--- config.mk ---
export PLATFORM = sky130hd
export DESIGN_NAME = muldiv_sched
export DESIGN_NICKNAME = d
export VERILOG_FILES = /design/src/rtl/muldiv_sched.sv
export SDC_FILE = /design/constraint.sdc
export NUM_CORES = 1
export LEC_CHECK = 0
export CORE_AREA = 2 2 214 216
export DETAILED_ROUTE_END_ITERATION = 7
export DIE_AREA = 0 0 216 218
export PLACE_DENSITY = 0.55
export RECOVER_POWER = 25
export SYNTH_ARGS = -nofsm -noshare
export SYNTH_HDL_FRONTEND = slang
export SYNTH_SLANG_ARGS = --single-unit
--- constraint.sdc ---
create_clock -name clk -period 2.35 [get_ports clk]
set_input_delay 0.47 -clock clk [delete_from_list [all_inputs] [get_ports clk]]
set_output_delay 0.47 -clock clk [all_outputs]
set_load 0.005 [all_outputs]
--- src/rtl/muldiv_sched.sv ---
`default_nettype none
// +--------------------------------------------------------------------------+
// | muldiv_sched : issues one M-extension op to the mul or div unit, buffers  |
// | the result for writeback and counts completions per class. Rev 1.0        |
// +--------------------------------------------------------------------------+
module muldiv_sched #(
    parameter int unsigned CNT_W = 32
) (
    input  logic             clk,
    input  logic             resetn,
    input  logic             m_valid_i,
    output logic             m_ready_o,
    input  logic             m_is_div_i,
    input  logic [3:0]       m_func_i,
    input  logic             word_op_i,
    input  logic [63:0]      opr_a_i,
    input  logic [63:0]      opr_b_i,
    input  logic [4:0]       rd_i,
    input  logic             flush_i,
    output logic             mul_valid_o,
    output logic             div_valid_o,
    input  logic             mul_ready_i,
    input  logic             div_ready_i,
    output logic [3:0]       unit_func_o,
    output logic             unit_word_o,
    output logic [63:0]      unit_opr_a_o,
    output logic [63:0]      unit_opr_b_o,
    input  logic             mul_res_valid_i,
    input  logic             div_res_valid_i,
    input  logic [63:0]      mul_res_i,
    input  logic [63:0]      div_res_i,
    output logic             mul_res_ready_o,
    output logic             div_res_ready_o,
    output logic             unit_flush_o,
    output logic             wb_valid_o,
    input  logic             wb_ready_i,
    output logic [4:0]       wb_rd_o,
    output logic [63:0]      wb_data_o,
    output logic             busy_o,
    output logic [4:0]       busy_rd_o,
    output logic [CNT_W-1:0] mul_cnt_o,
    output logic [CNT_W-1:0] div_cnt_o
);

    typedef enum logic [1:0] {
        S_IDLE  = 2'd0,
        S_ISSUE = 2'd1,
        S_WAIT  = 2'd2,
        S_WB    = 2'd3
    } state_t;

    localparam logic [CNT_W-1:0] C_CNT_ONE = {{(CNT_W-1){1'b0}}, 1'b1};

    state_t            state_q, state_d;
    logic              alive_q;
    logic [3:0]        func_q, func_d;
    logic              word_q, word_d;
    logic [63:0]       opr_a_q, opr_a_d;
    logic [63:0]       opr_b_q, opr_b_d;
    logic [4:0]        rd_q, rd_d;
    logic              is_div_q, is_div_d;
    logic [63:0]       wb_data_q, wb_data_d;
    logic [CNT_W-1:0]  mul_cnt_q, mul_cnt_d;
    logic [CNT_W-1:0]  div_cnt_q, div_cnt_d;

    always_comb begin
        state_d         = state_q;
        func_d          = func_q;
        word_d          = word_q;
        opr_a_d         = opr_a_q;
        opr_b_d         = opr_b_q;
        rd_d            = rd_q;
        is_div_d        = is_div_q;
        wb_data_d       = wb_data_q;
        mul_cnt_d       = mul_cnt_q;
        div_cnt_d       = div_cnt_q;
        m_ready_o       = 1'b0;
        mul_valid_o     = 1'b0;
        div_valid_o     = 1'b0;
        mul_res_ready_o = 1'b0;
        div_res_ready_o = 1'b0;
        wb_valid_o      = 1'b0;

        case (state_q)
            S_IDLE: begin
                // alive_q keeps ready low until the first edge after reset release
                m_ready_o = alive_q;
                if (alive_q && m_valid_i && !flush_i) begin
                    func_d   = m_func_i;
                    word_d   = word_op_i;
                    opr_a_d  = opr_a_i;
                    opr_b_d  = opr_b_i;
                    rd_d     = rd_i;
                    is_div_d = m_is_div_i;
                    state_d  = S_ISSUE;
                end
            end
            S_ISSUE: begin
                mul_valid_o = !is_div_q;
                div_valid_o = is_div_q;
                if (is_div_q ? div_ready_i : mul_ready_i) begin
                    state_d = S_WAIT;
                end
            end
            S_WAIT: begin
                mul_res_ready_o = !is_div_q;
                div_res_ready_o = is_div_q;
                if (is_div_q ? div_res_valid_i : mul_res_valid_i) begin
                    wb_data_d = is_div_q ? div_res_i : mul_res_i;
                    state_d   = S_WB;
                end
            end
            S_WB: begin
                wb_valid_o = 1'b1;
                if (wb_ready_i) begin
                    if (is_div_q) begin
                        div_cnt_d = div_cnt_q + C_CNT_ONE;
                    end else begin
                        mul_cnt_d = mul_cnt_q + C_CNT_ONE;
                    end
                    state_d = S_IDLE;
                end
            end
            default: state_d = S_IDLE;
        endcase

        // Flush overrides every handshake and leaves the counters untouched
        if (flush_i) begin
            state_d         = S_IDLE;
            mul_valid_o     = 1'b0;
            div_valid_o     = 1'b0;
            mul_res_ready_o = 1'b0;
            div_res_ready_o = 1'b0;
            wb_valid_o      = 1'b0;
            mul_cnt_d       = mul_cnt_q;
            div_cnt_d       = div_cnt_q;
        end
    end

    always_ff @(posedge clk or negedge resetn) begin
        if (!resetn) begin
            state_q   <= S_IDLE;
            alive_q   <= 1'b0;
            func_q    <= '0;
            word_q    <= 1'b0;
            opr_a_q   <= '0;
            opr_b_q   <= '0;
            rd_q      <= '0;
            is_div_q  <= 1'b0;
            wb_data_q <= '0;
            mul_cnt_q <= '0;
            div_cnt_q <= '0;
        end else begin
            state_q   <= state_d;
            alive_q   <= 1'b1;
            func_q    <= func_d;
            word_q    <= word_d;
            opr_a_q   <= opr_a_d;
            opr_b_q   <= opr_b_d;
            rd_q      <= rd_d;
            is_div_q  <= is_div_d;
            wb_data_q <= wb_data_d;
            mul_cnt_q <= mul_cnt_d;
            div_cnt_q <= div_cnt_d;
        end
    end

    assign unit_func_o  = func_q;
    assign unit_word_o  = word_q;
    assign unit_opr_a_o = opr_a_q;
    assign unit_opr_b_o = opr_b_q;
    assign unit_flush_o = flush_i;
    assign wb_rd_o      = rd_q;
    assign wb_data_o    = wb_data_q;
    assign busy_o       = (state_q != S_IDLE);
    assign busy_rd_o    = busy_o ? rd_q : 5'd0;
    assign mul_cnt_o    = mul_cnt_q;
    assign div_cnt_o    = div_cnt_q;

endmodule
`default_nettype wire

## After elaboration in Yosys (flattened, before gate mapping)

Index checks and enable logic that the tools add are counted.

| word-level totals | value |
|---|---|
| register bits | 270 |
| input port bits | 276 |
| output and inout bits | 279 |

| cells by class | value |
|---|---|
| add/sub/neg operators | 2 |
| equal/unequal tests | 7 |
| multiplexer cells | 21 |
| bitwise gates (word level) | 2 |
| reduce and logical (&&, ||, !) cells | 11 |

Operator list:

| cell | number |
|---|---|
| adder 32 x 1 -> 32 bit (second input constant) | 2 |
| two-way mux 64 bit | 1 |
| two-way mux 1 bit | 13 |
| != test 3 bit (second input constant) | 4 |
| AND reduction 4 bit | 3 |
| two-way mux 2 bit | 5 |
| one-hot mux 2 bit (4 select lines) | 1 |
| two-way mux 5 bit | 1 |
| equality test 2 bit (second input constant) | 2 |
| AND reduction 2 bit | 2 |
| equality test 2 x 1 -> 1 bit (second input constant) | 1 |
| logical AND 1 bit | 2 |
| zero test 1 bit | 2 |
| zero test 2 bit | 1 |
| inverter 1 bit | 2 |
| nonzero test 2 bit | 1 |

## Logic depth before layout (Yosys ltp)

Gate-level depths: netlist of run 1.

| logic depth | value |
|---|---|
| depth after elaboration | 5 |
| gate-level depth with buffers | 8 |

## Worst setup path before layout of run 1

OpenSTA, ideal clock, no wires.

| timing path | value |
|---|---|
| kind | reg-to-reg |
| from | register state_q[0] |
| to | register is_div_q |
| setup time | 0.125 ns |
| arrival | 1.796 ns |
| setup slack | 0.429 ns |
| stages on the path, launching flop included | 8 |
| buffers on the path | 2 |
| period minus slack after synthesis | 1.921 ns |
| path through | dfrtp_1 -> inv_1 -> ha_1 -> and2_1 -> nand3b_1 -> clkbuf_1 -> buf_2 -> mux2_2 |

| between the ends | value |
|---|---|
| cells in the longest elaborated chain, start to end | 2 |

Ends and longest elaborated chain:

| what | line | text |
|---|---|---|
| start: declaration | 54 | `state_t state_q, state_d;` |
| start signal: assignment | 154 | `state_q <= state_d;` |
| zero test 2 bit | 84 | `case (state_q)` |
| AND reduction 2 bit (no source line) | -- |  |
| end signal: assignment | 161 | `is_div_q <= is_div_d;` |
| end: declaration | 61 | `logic is_div_q, is_div_d;` |

No other way between the ends.
A chain may end at the register's enable or synchronous reset.

## Worst setup path after layout of run 1

| timing path | value |
|---|---|
| from | register state_q[1] |
| to | output port busy_o |

| between the ends | value |
|---|---|
| cells in the longest elaborated chain, start to end | 1 |

Ends and longest elaborated chain:

| what | line | text |
|---|---|---|
| nonzero test 2 bit | 175 | `assign busy_o = (state_q != S_IDLE);` |
| end: declaration | 39 | `output logic busy_o,` |

No other way between the ends.

==> results.md, run 1 <==
- Status: complete, but fails checks
- Failing checks: capacitance limit, slew limit
- Flops & latches, synth: 270
- Vias in the first global route: 9473
- Synth Cell Area: 11330 sq um
- Total of max-cap violations: 1
- Avg WL per Cell: 18.25 um
- Congestion Overflow GR: 0
- Clock buffer count from CTS: 34
- CTS root buf: clkbuf_16
- Largest net degree at the start of global routing: 66
- Min Tclk post-route: 2186 ps
- Crit path max-delay family: buffers and inverters
- Synth cell count leaders: dfrtp_1 (270), mux2_2 (140), nand2_1 (94)
- Post-Syn Area per Cell: 12.87 sq um
- RSZ-0062 raised after global routing: no
- Max-slew violations: 56
- Yosys Warn Count: 0
- Rows: 78
- IO Count: 555
- EDFF count, synth: 0
- GR Layer Usage met1: 0.1855
- Hold crit path type: reg -> reg
- Least-Margin Pin Slew: 1509 ps
- Met3 usage: 0.04700
- Crit-path max FO: 3
- DIE WIDTH: 216 um
- IO buf count: 554
- Finished Layout Cells: 2089
- Clock slew at reported path FFs: 60 ps
- Relative slew margins: -0.006088
- Global-route wire length before repair: 56.90 mm
- Static Leak: 8.221 nW
- Crit path DAT: 1720 ps
- Placement Setup Slack: 33.73 ps
- Final hold viol count: 0
- Met2 GRT Util: 0.2732
- CTS sink cnt: 270
- Final Util: 0.4251
- Initial DRT Pass Iterations: 4
- Critical Path, Cell by Cell: inv_2 -> ha_2 -> buf_4 -> inv_1 -> dlygate4sd2_1
- CP Class: reg -> out
- Crit path buf inv count: 4
- # DRC: 0
- DRT iter0 DRCs: 375
- Antenna Violating Nets Remaining: 0
- Crit-path max cell delay: 400 ps
- Dpl cells: 2024
- Layout cells sized above 1: 0.1733
- Synth area leaders: dfrtp_1 (60%), mux2_2 (14%), mux2i_1 (5.8%)
- Vias per inst: 4.266
- Net Count, Synth: 1162
- Antenna cells: 0
- Core area: 44890 sq um
- Layout Nets: 1748
- CTS Buffer Depth: 3
- Final wirelength: 38.12 mm
- Mapped Cells: 880
- Die Span Y: 218 um
- GPL Wtd Cong: 0.8189
- Area growth syn-to-layout: 68.47%
- CP max-delay cell: dfrtp_1
- Initial Util: 0.2523
- Post-synthesis cell type count: 42
- Ys async rst share: 1.000
- Dpl cell area: 17880 sq um
- CP Launch Type: flip-flop
- CTS tree: yes
- FMAX: 457.5 MHz
- DR vias: 8911
- Final setup skew: 5.875 ps
- Initial antenna violation count: 2
- Tot GR Track Use: 0.1574
- Post-synthesis sequential area ratio: 0.5965
- CP required: 1880 ps
- Fin worst setup slack: 164.4 ps
- Most area-hungry cell type in the Yosys netlist: dfrtp_1
- Max VDD drop: 0.0007325 V
- Period Utilization, post-route: 0.9301
- H-Tree Depth: 2
- Crit. End Element: output pin
- Layout Cell Area excl Fill: 19080 sq um
- Setup_tns: 0 ps
- Most common cell in the netlist: dfrtp_1
- Final setup fails: 0
- Top cell type's share of synthesized area: 0.5965
- GRT busiest layer: met2
- Worst-Skew Late Latency: 520 ps
- P per Cell Area: 1067 nW/um^2
- Top_reg_cell synth: dfrtp_1
- Die Area: 47090 sq um
- Detailed placement HPWL: 29.17 mm
==> repair_timing <==
action | CTS | global route
hold buffers | 1 | 0
setup endpoints to repair | 12 | 1
gates resized for setup | 26 | 2
cloned | 0 | 0
setup buffers | 5 | 0
hold endpoints to repair | 50 | 0
==> cells in the final DEF (no fill, tap or decap), types with 5 or more instances in the layout <==
cell and n:
clkdlybuf4s50_1 541, dfrtp_1 269, mux2_2 140, nand2_1 94
mux2i_1 66, o21ai_0 64, clkbuf_16 37, xnor2_1 36
xor2_1 26, buf_4 23, nand4_1 22, nor3_1 19
nand3_1 15, buf_12 13, clkbuf_8 11, dlygate4sd2_1 11
inv_1 10, nor2_1 8, nor4_1 7, clkinv_2 6
and4_1 5
==> through the flow <==
step                hold slack [ps]  power (mW)
finish                        474.8       20.36
global route                  493.7       21.55
CTS                           480.9       20.76
detailed placement            462.1       15.26
global placement              460.4       15.18
floorplan                     174.4       9.916
==> state kept, by name, summed over array words and instances, names as in the netlist <==
register      count
wb_rd_o           5
mul_cnt_o        32
is_div_q          1
wb_data_o        64
unit_opr_a_o     64
alive_q           1
unit_word_o       1
div_cnt_o        32
unit_opr_b_o     64
state_q           2
unit_func_o       4
==> kinds of logic after synthesis <==
family / count (synthesis) / share of synthesized area
AND/OR/NAND/NOR: 206 / 0.09654
other: 1 / 0.0003311
adder cells (fa/ha/maj): 6 / 0.006627
AO/OA/AOI/OAI: 69 / 0.03148
multiplexers: 206 / 0.1975
buffers and inverters: 60 / 0.02309
flip-flops: 270 / 0.5965
XOR/XNOR: 62 / 0.04794
==> metal layers <==
| metal | routed length, um | part of all wire |
|---|---|---|
| met5 | 27 | 0.00071 |
| met4 | 936 | 0.025 |
| met3 | 2622 | 0.069 |
| met2 | 19170 | 0.50 |
| met1 | 15370 | 0.40 |
==> worst paths after layout <==
kind	slack (ps)	cells after the start	to	start
setup / recovery	160	5	busy_o	state_q[1]$_DFFE_PN0P_
hold / removal	470	1	mul_cnt_o[31]$_DFFE_PN0P_	mul_cnt_o[31]$_DFFE_PN0P_
setup reg to reg	370	5	state_q[0]$_DFFE_PN0P_	is_div_q$_DFFE_PN0P_
hold reg to reg	470	1	mul_cnt_o[31]$_DFFE_PN0P_	mul_cnt_o[31]$_DFFE_PN0P_
max in group asynchronous	380	3	mul_cnt_o[21]$_DFFE_PN0P_	resetn
min in group asynchronous	870	2	div_cnt_o[26]$_DFFE_PN0P_	resetn
==> layout make-up <==
class                           count  area (sq um)
Tap cell                          600         750.7
Inverter                           13         48.80
Timing Repair Buffer              597          6017
Clock buffer                       52          1092
Fill cell                        4353         25810
Clock inverter                      7         37.54
Multi-Input combinational cell    550          4377
Sequential cell                   270          6760
==> where the power goes <==
group	total, mW	switching (mW)	internal, mW
registers	7.29	0.921	6.37
logic	7.87	2.84	5.03
clock network	5.20	2.01	3.19
total	20.4	5.77	14.6
==> worst reg2reg max path, delay by kind of cell, from the launching register on <==
kind	cells	cell delay [ps]
multiplexers	1	130
AO/OA/AOI/OAI	3	1040
buffers and inverters	1	200
flip-flops	1	520
No activity file was read; power rests on OpenSTA's default activity.
==> inputs of run 2 (changes only) <==
Settings changed: CORE_AREA 2 2 214 216 to 2 2 219 221, DIE_AREA 0 0 216 218 to 0 0 221 223, PLACE_DENSITY 0.55 to 0.54.
Clock period 2.35 ns to 1.76 ns, I/O delays scaled along.
==> run 2 against run 1 <==
The flow finishes with violations (setup timing). Worst setup slack worse by 310 ps. Worst hold slack lost 220 ps. Count of clock-buffer cells in the layout did not move. Total power up 39%. Sequential cell count stayed put. Via count increased by 10%. Combinational power rose by 47%. Cell area up 12%. Die area rose by 4.7%. Critical path type is now reg -> reg. Highest routed layer unchanged.
==> results.md, run 2 (synthesized netlist as in run 1, its figures left out) <==
- Dpl cells: 2091 (was 2024)
- Finished Layout Cells: 2243 (was 2089)
- Switching share of power: 0.3066 (was 0.2833)
- DRT iter0 DRCs: 308 (was 375)
- Static Leak: 10.56 nW (was 8.221 nW)
- Vias per inst: 4.368 (was 4.266)
- CTS tree: yes (unchanged)
- DIE WIDTH: 221 um (was 216 um)
- Largest net degree at the start of global routing: 71 (was 66)
- Global-route wire length before repair: 62.91 mm (was 56.90 mm)
- R2r endpoint: unit_opr_b_o[5]$_DFFE_PN0P_ (was state_q[0]$_DFFE_PN0P_)
- Rows: 80 (was 78)
- Power, Total: 28.36 mW (was 20.36 mW)
- GPL Wtd Cong: 0.7782 (was 0.8189)
- Internal power: 19.66 mW (was 14.59 mW)
- H-Tree Depth: 2 (unchanged)
- Final hold viol count: 0 (unchanged)
- Min Tclk post-route: 1904 ps
- Antenna cells: 0 (unchanged)
- Area growth syn-to-layout: 89.06% (was 68.47%)
- Failing checks: setup timing (was capacitance limit, slew limit)
- Hold Slack: 255.5 ps (was 474.8 ps)
- Final setup skew: 13.81 ps (was 5.875 ps)
- Vias in the first global route: 10370 (was 9473)
- Period Utilization, post-route: 1.082
- CTS root buf: clkbuf_16 (unchanged)
- Detailed placement HPWL: 30.45 mm (was 29.17 mm)
- Final wirelength: 43.53 mm (was 38.12 mm)
- Combinational share of power: 0.410 (was 0.386)
- Crit-path max FO: 8 (was 3)
- RSZ-0062 raised after global routing: yes (was no)
- P per Cell Area: 1324 nW/um^2 (was 1067 nW/um^2)
- DR vias: 9798 (was 8911)
- Layout cells sized above 1: 0.3378 (was 0.1733)
- Final Util: 0.4542 (was 0.4251)
- Fin worst setup slack: -143.7 ps (was 164.4 ps)
- Seq pwr share: 0.347 (was 0.358)
- Tot GR Track Use: 0.1651 (was 0.1574)
- CP Class: reg -> reg (was reg -> out)
- Avg WL per Cell: 19.41 um (was 18.25 um)
- Max-slew violations: 0 (was 56)
- Core area: 47150 sq um (was 44890 sq um)
- Total of max-cap violations: 0 (was 1)
- Congestion Overflow GR: 0 (unchanged)
- CTS sink cnt: 270 (unchanged)
- Worst Reg-to-Reg Cells: 9 (was 5)
- Least-Margin Pin Slew: 1037 ps (was 1509 ps)
- Psw: 8.696 mW (was 5.768 mW)
- Initial DRT Pass Iterations: 4 (unchanged)
- CTS Buffer Depth: 3 (unchanged)
- Clock buffer count from CTS: 34 (unchanged)
- Max VDD drop: 0.0009316 V (was 0.0007325 V)
- Hold crit path type: in -> async (was reg -> reg)
- Clock slew at reported path FFs: 60 ps (about the same)
- Final setup fails: 207 (was 0)
- Status: complete, but fails checks (unchanged)
- RR Startpoint: state_q[0]$_DFFE_PN0P_ (was is_div_q$_DFFE_PN0P_)
- Die Span Y: 223 um (was 218 um)
- Most frequent cells in the layout: clkdlybuf4s50_1 (289), dfrtp_1 (259), dlygate4sd2_1 (231), mux2_2 (99), buf_4 (96) (was clkdlybuf4s50_1 (541), dfrtp_1 (269), mux2_2 (140), nand2_1 (94), mux2i_1 (66))
- Clock power share: 0.243 (was 0.255)
- Crit path DAT: 2310 ps (was 1720 ps)
- Commonest non-fill, non-tap cell in the layout: clkdlybuf4s50_1 (unchanged)
- Antenna Violating Nets Remaining: 0 (unchanged)
- Reg2reg setup slack: -140 ps (was 370 ps)
- Die Area: 49280 sq um (was 47090 sq um)
- Worst-Skew Late Latency: 530 ps (was 520 ps)
- IO Count: 555 (unchanged)
- Setup_tns: -12610 ps (was 0 ps)
- Relative slew margins: 0.3087 (was -0.006088)
- Initial Util: 0.2403 (was 0.2523)
- Initial antenna violation count: 1 (was 2)
- IO buf count: 554 (unchanged)
- CP Launch Type: flip-flop (unchanged)
- FMAX: 525.3 MHz
- # DRC: 0 (unchanged)
- Crit. End Element: flip-flop (was output pin)
- Layout Nets: 1886 (was 1748)
- CP required: 2160 ps (was 1880 ps)
## run 2: cell types whose count changed in the layout (fill, tap and decap cells not counted), moves of 26 or more
cell	change
mux2_2	-41
mux2_4	+41
buf_6	+26
buf_4	+73
clkdlybuf4s50_1	-252
o21ai_0	-61
nand2_2	+30
dlygate4sd2_1	+220
nand2_1	-52
o21ai_2	+38
## run 2: cell type report
cell class	count	area [sq um]
timing repair buffer	732	7351
multi-input combinational	553	5371
clock buffer	52	1020
fill	4418	25730
sequential	270	6773
inverter	13	58.81
tap	615	769.5
clock inverter	8	72.57
## run 2: worst max path at each step
stage	from	end	depth (start not counted)	slack, ps
floorplan	is_div_q$_DFFE_PN0P_	mul_cnt_o[29]$_DFFE_PN0P_	7	-0.7
global placement	flush_i	mul_cnt_o[31]$_DFFE_PN0P_	7	-510
detailed placement	flush_i	div_cnt_o[17]$_DFFE_PN0P_	6	-480
CTS	state_q[1]$_DFFE_PN0P_	busy_rd_o[4]	5	-210
global route	state_q[1]$_DFFE_PN0P_	mul_valid_o	5	-230
finish	state_q[0]$_DFFE_PN0P_	unit_opr_b_o[5]$_DFFE_PN0P_	9	-140
## run 2: layer usage
metal / share of wire / vias up / global-route usage
met5: 0.00030 / - / 0
met4: 0.021 / 2 / 0.04676
met3: 0.074 / 47 / 0.05571
met2: 0.51 / 355 / 0.2933
met1: 0.39 / 4843 / 0.1879
li1: - / 4551 / -
## run 2: through the flow
| step | setup WS [ps] | cell area, sq um |
|---|---|---|
| 6_report | -143.7 | 21420 |
| 5_1_grt | -226.6 | 21420 |
| 4_1_cts | -207.1 | 20310 |
| 3_5_place_dp | -479.1 | 18390 |
| 3_3_place_gp | -512.8 | 18390 |
| 2_1_floorplan | -0.7019 | 11380 |
## run 2: critical path, cell delays in order, from the launching register on
cell and delay (ps):
dfrtp_1 400, inv_2 120, ha_4 180, and2_4 150, nand3b_1 90, buf_6 160
buf_16 150, buf_12 130, buf_12 130, mux2_2 270
## run 2: what timing repair did
| item | in CTS | in global routing |
|---|---|---|
| pin swaps | 18 | 94 |
| resized for setup | 383 | 305 |
| hold buffers | 1 | 0 |
| endpoints found under the setup margin | 419 | 286 |
| hold endpoints to repair | 44 | 0 |
| cloned | 11 | 18 |
| setup buffers | 62 | 12 |
## run 2: power groups by stage
stage / sequential, mW / clock [mW] / combinational, mW
after floorplan: 9.88 / 0 / 3.39
after global placement: 9.75 / 0 / 10.9
after detailed placement: 9.82 / 0 / 10.9
after CTS: 9.68 / 7.14 / 10.4
after global routing: 10.2 / 7.36 / 12.4
final: 9.85 / 6.89 / 11.6
==> inputs of run 3 (changes only) <==
Settings changed: CTS_BUF_LIST from default to sky130_fd_sc_hd__clkbuf_16, SKIP_CTS_REPAIR_TIMING from default to 1.
==> run 3 against run 2 <==
The flow still finishes with violations (setup timing). Cell count decreased by 0.13%. Sequential cell count unchanged. Global-route usage decreased by 0.96 points. Sequential share of layout area decreased by 0.31 points. Register-to-register slack got worse by 110 ps. Total power decreased by 2.4%. Non-clock buffer count decreased by 4. First-iteration DRC count decreased by 0.32%. Worst setup slack got worse by 110 ps. Clock power decreased by 6.2%. Count of clock-buffer cells in the layout decreased by 17. Core utilization increased by 0.55 points. Largest power group unchanged.
==> results.md, run 3 (synthesized netlist as in run 1, its figures left out) <==
- Fillers: 4324 (was 4418)
- Critical path destination: unit_opr_a_o[52]$_DFFE_PN0P_ (was unit_opr_b_o[5]$_DFFE_PN0P_)
- Critical Path, Cell by Cell: inv_2 -> buf_4 -> ha_4 -> and2_4 -> nand3b_1 -> buf_4 -> buf_12 -> buf_12 -> mux2_2 (was inv_2 -> ha_4 -> and2_4 -> nand3b_1 -> buf_6 -> buf_16 -> buf_12 -> buf_12 -> mux2_2)
- Detailed placement HPWL: 30.45 mm (unchanged)
- Commonest non-fill, non-tap cell in the layout: clkdlybuf4s50_1 (unchanged)
- Total of max-cap violations: 0 (unchanged)
- Hold crit path type: in -> reg (was in -> async)
- Status: complete, but fails checks (unchanged)
- Congestion Overflow GR: 0 (unchanged)
- Max-slew violations: 0 (unchanged)
- Rows: 80 (unchanged)
- Most frequent cells in the layout: clkdlybuf4s50_1 (295), dfrtp_1 (248), dlymetal6s2s_1 (248), buf_4 (118), mux2_2 (101) (was clkdlybuf4s50_1 (289), dfrtp_1 (259), dlygate4sd2_1 (231), mux2_2 (99), buf_4 (96))
- Antenna Violating Nets Remaining: 0 (unchanged)
- CTS sink cnt: 270 (unchanged)
- Period Utilization, post-route: 1.144 (was 1.082)
- Multi-input gate area: 4975 sq um (was 5371 sq um)
- Internal power: 19.52 mW (was 19.66 mW)
- Static Leak: 12.67 nW (was 10.56 nW)
- Crit. End Element: flip-flop (unchanged)
- Tot GR Track Use: 0.1555 (was 0.1651)
- GPL Wtd Cong: 0.7782 (unchanged)
- Clock slew at reported path FFs: 60 ps (about the same)
- Dpl cell area: 18390 sq um (unchanged)
- IO buf count: 554 (unchanged)
- Final setup skew: 11.56 ps (was 13.81 ps)
- Layout cells sized above 1: 0.2851 (was 0.3378)
- R2r endpoint: unit_opr_a_o[52]$_DFFE_PN0P_ (was unit_opr_b_o[5]$_DFFE_PN0P_)
- Layout Cell Area excl Fill: 21670 sq um (was 21420 sq um)
- Vias per inst: 4.329 (was 4.368)
- Clock buffer count from CTS: 34 (unchanged)
- Relative slew margins: 0.1614 (was 0.3087)
- DRT iter0 DRCs: 307 (was 308)
- H-Tree Depth: 2 (unchanged)
- Vias in the first global route: 9964 (was 10370)
- Seq pwr share: 0.351 (was 0.347)
- Worst Reg-to-Reg Cells: 9 (unchanged)
- CTS tree: yes (unchanged)
- Switching share of power: 0.2950 (was 0.3066)
- CP required: 2170 ps (was 2160 ps)
- Max VDD drop: 0.0009199 V (was 0.0009316 V)
- Hold path depth: 3
- Initial Util: 0.2403 (unchanged)
- Avg WL per Cell: 19.12 um (was 19.41 um)
- IO Count: 555 (unchanged)
- RR Startpoint: state_q[1]$_DFFE_PN0P_ (was state_q[0]$_DFFE_PN0P_)
- CP Launch Type: flip-flop (unchanged)
- Fin worst setup slack: -252.6 ps (was -143.7 ps)
- P per Cell Area: 1278 nW/um^2 (was 1324 nW/um^2)
- Worst-Skew Late Latency: 520 ps (was 530 ps)
- Reg2reg setup slack: -250 ps (was -140 ps)
- Crit-path max cell delay: 390 ps (was 400 ps)
- Die Span Y: 223 um (unchanged)
- CTS Buffer Depth: 3 (unchanged)
- RSZ-0062 raised after global routing: yes (unchanged)
- Initial DRT Pass Iterations: 4 (unchanged)
- DR vias: 9696 (was 9798)
- Min Tclk post-route: 2013 ps (was 1904 ps)
- CP Class: reg -> reg (unchanged)
- Layout Nets: 1882 (was 1886)
- Power, Total: 27.69 mW (was 28.36 mW)
- Initial antenna violation count: 2 (was 1)
- Psw: 8.169 mW (was 8.696 mW)
- DIE WIDTH: 221 um (unchanged)
- Final wirelength: 42.83 mm (was 43.53 mm)
- Final setup fails: 178 (was 207)
- Setup_tns: -29250 ps (was -12610 ps)
- Global-route wire length before repair: 59.77 mm (was 62.91 mm)
- FMAX: 496.9 MHz (was 525.3 MHz)
- Finished Layout Cells: 2240 (was 2243)
- Least-Margin Pin Slew: 1256 ps (was 1037 ps)
- Final hold viol count: 0 (unchanged)
- Storage cell area: 6787 sq um (was 6773 sq um)
- Clock power share: 0.233 (was 0.243)
- Core area: 47150 sq um (unchanged)
- Largest net degree at the start of global routing: 71 (unchanged)
- Failing checks: setup timing (unchanged)
- Area growth syn-to-layout: 91.34% (was 89.06%)
- Die Area: 49280 sq um (unchanged)
- Critical path startpoint: state_q[1]$_DFFE_PN0P_ (was state_q[0]$_DFFE_PN0P_)
- Combinational share of power: 0.416 (was 0.410)
- Crit-path max FO: 15 (was 8)
- CP max-delay cell: dfrtp_1 (unchanged)
- CTS root buf: clkbuf_16 (unchanged)
- Crit path DAT: 2420 ps (was 2310 ps)
- # DRC: 0 (unchanged)
- Dpl cells: 2091 (unchanged)
==> run 3: how the worst min path moves through the flow <==
stage,from,slack (ps),end
2_1_floorplan,resetn,60,alive_q$_DFF_PN0_
3_3_place_gp,resetn,210,unit_opr_a_o[8]$_DFFE_PN0P_
3_5_place_dp,resetn,210,unit_opr_a_o[8]$_DFFE_PN0P_
4_1_cts,resetn,-370,unit_opr_a_o[8]$_DFFE_PN0P_
5_1_grt,flush_i,350,state_q[1]$_DFFE_PN0P_
6_report,flush_i,350,state_q[1]$_DFFE_PN0P_
==> run 3: cell type report <==
cell class                      count  area share
Timing Repair Buffer              728      0.3725
Sequential cell                   270      0.3131
Multi-Input combinational cell    553      0.2295
Clock buffer                       35     0.04041
Tap cell                          615     0.03550
Clock inverter                     25    0.006293
Inverter                           13    0.002482
Antenna cell                        1   0.0001155
==> run 3: routing by layer <==
layer,up-vias,global-route usage,share of wire
li1,4537,-,-
met1,4750,0.1764,0.39
met2,349,0.2745,0.51
met3,58,0.05531,0.074
met4,2,0.04481,0.026
met5,-,0,0.00030
==> run 3: critical path: cells and delay by family, from the launching register on <==
family / cells / cell delay [ps]
buffers and inverters: 5 / 670
flip-flops: 1 / 390
multiplexers: 1 / 340
AND/OR/NAND/NOR: 2 / 280
adder cells (fa/ha/maj): 1 / 180
==> run 3: power groups by stage <==
stage	Combinational (mW)	Sequential [mW]	Clock, mW
2_1_floorplan	3.39	9.88	0
3_3_place_gp	10.9	9.75	0
3_5_place_dp	10.9	9.82	0
4_1_cts	11.0	9.76	6.74
5_1_grt	12.3	10.0	6.95
6_report	11.5	9.71	6.46
==> run 3: stage by stage <==
step | worst slack [ps] | utilization | hold slack [ps]
2_1_floorplan | -0.7019 | - | 56.41
3_3_place_gp | -512.8 | 0.3900 | 206.8
3_5_place_dp | -479.1 | 0.3900 | 207.1
4_1_cts | -746.8 | 0.4115 | -369.8
5_1_grt | -332.7 | 0.4597 | 346.9
6_report | -252.6 | 0.4597 | 346.3
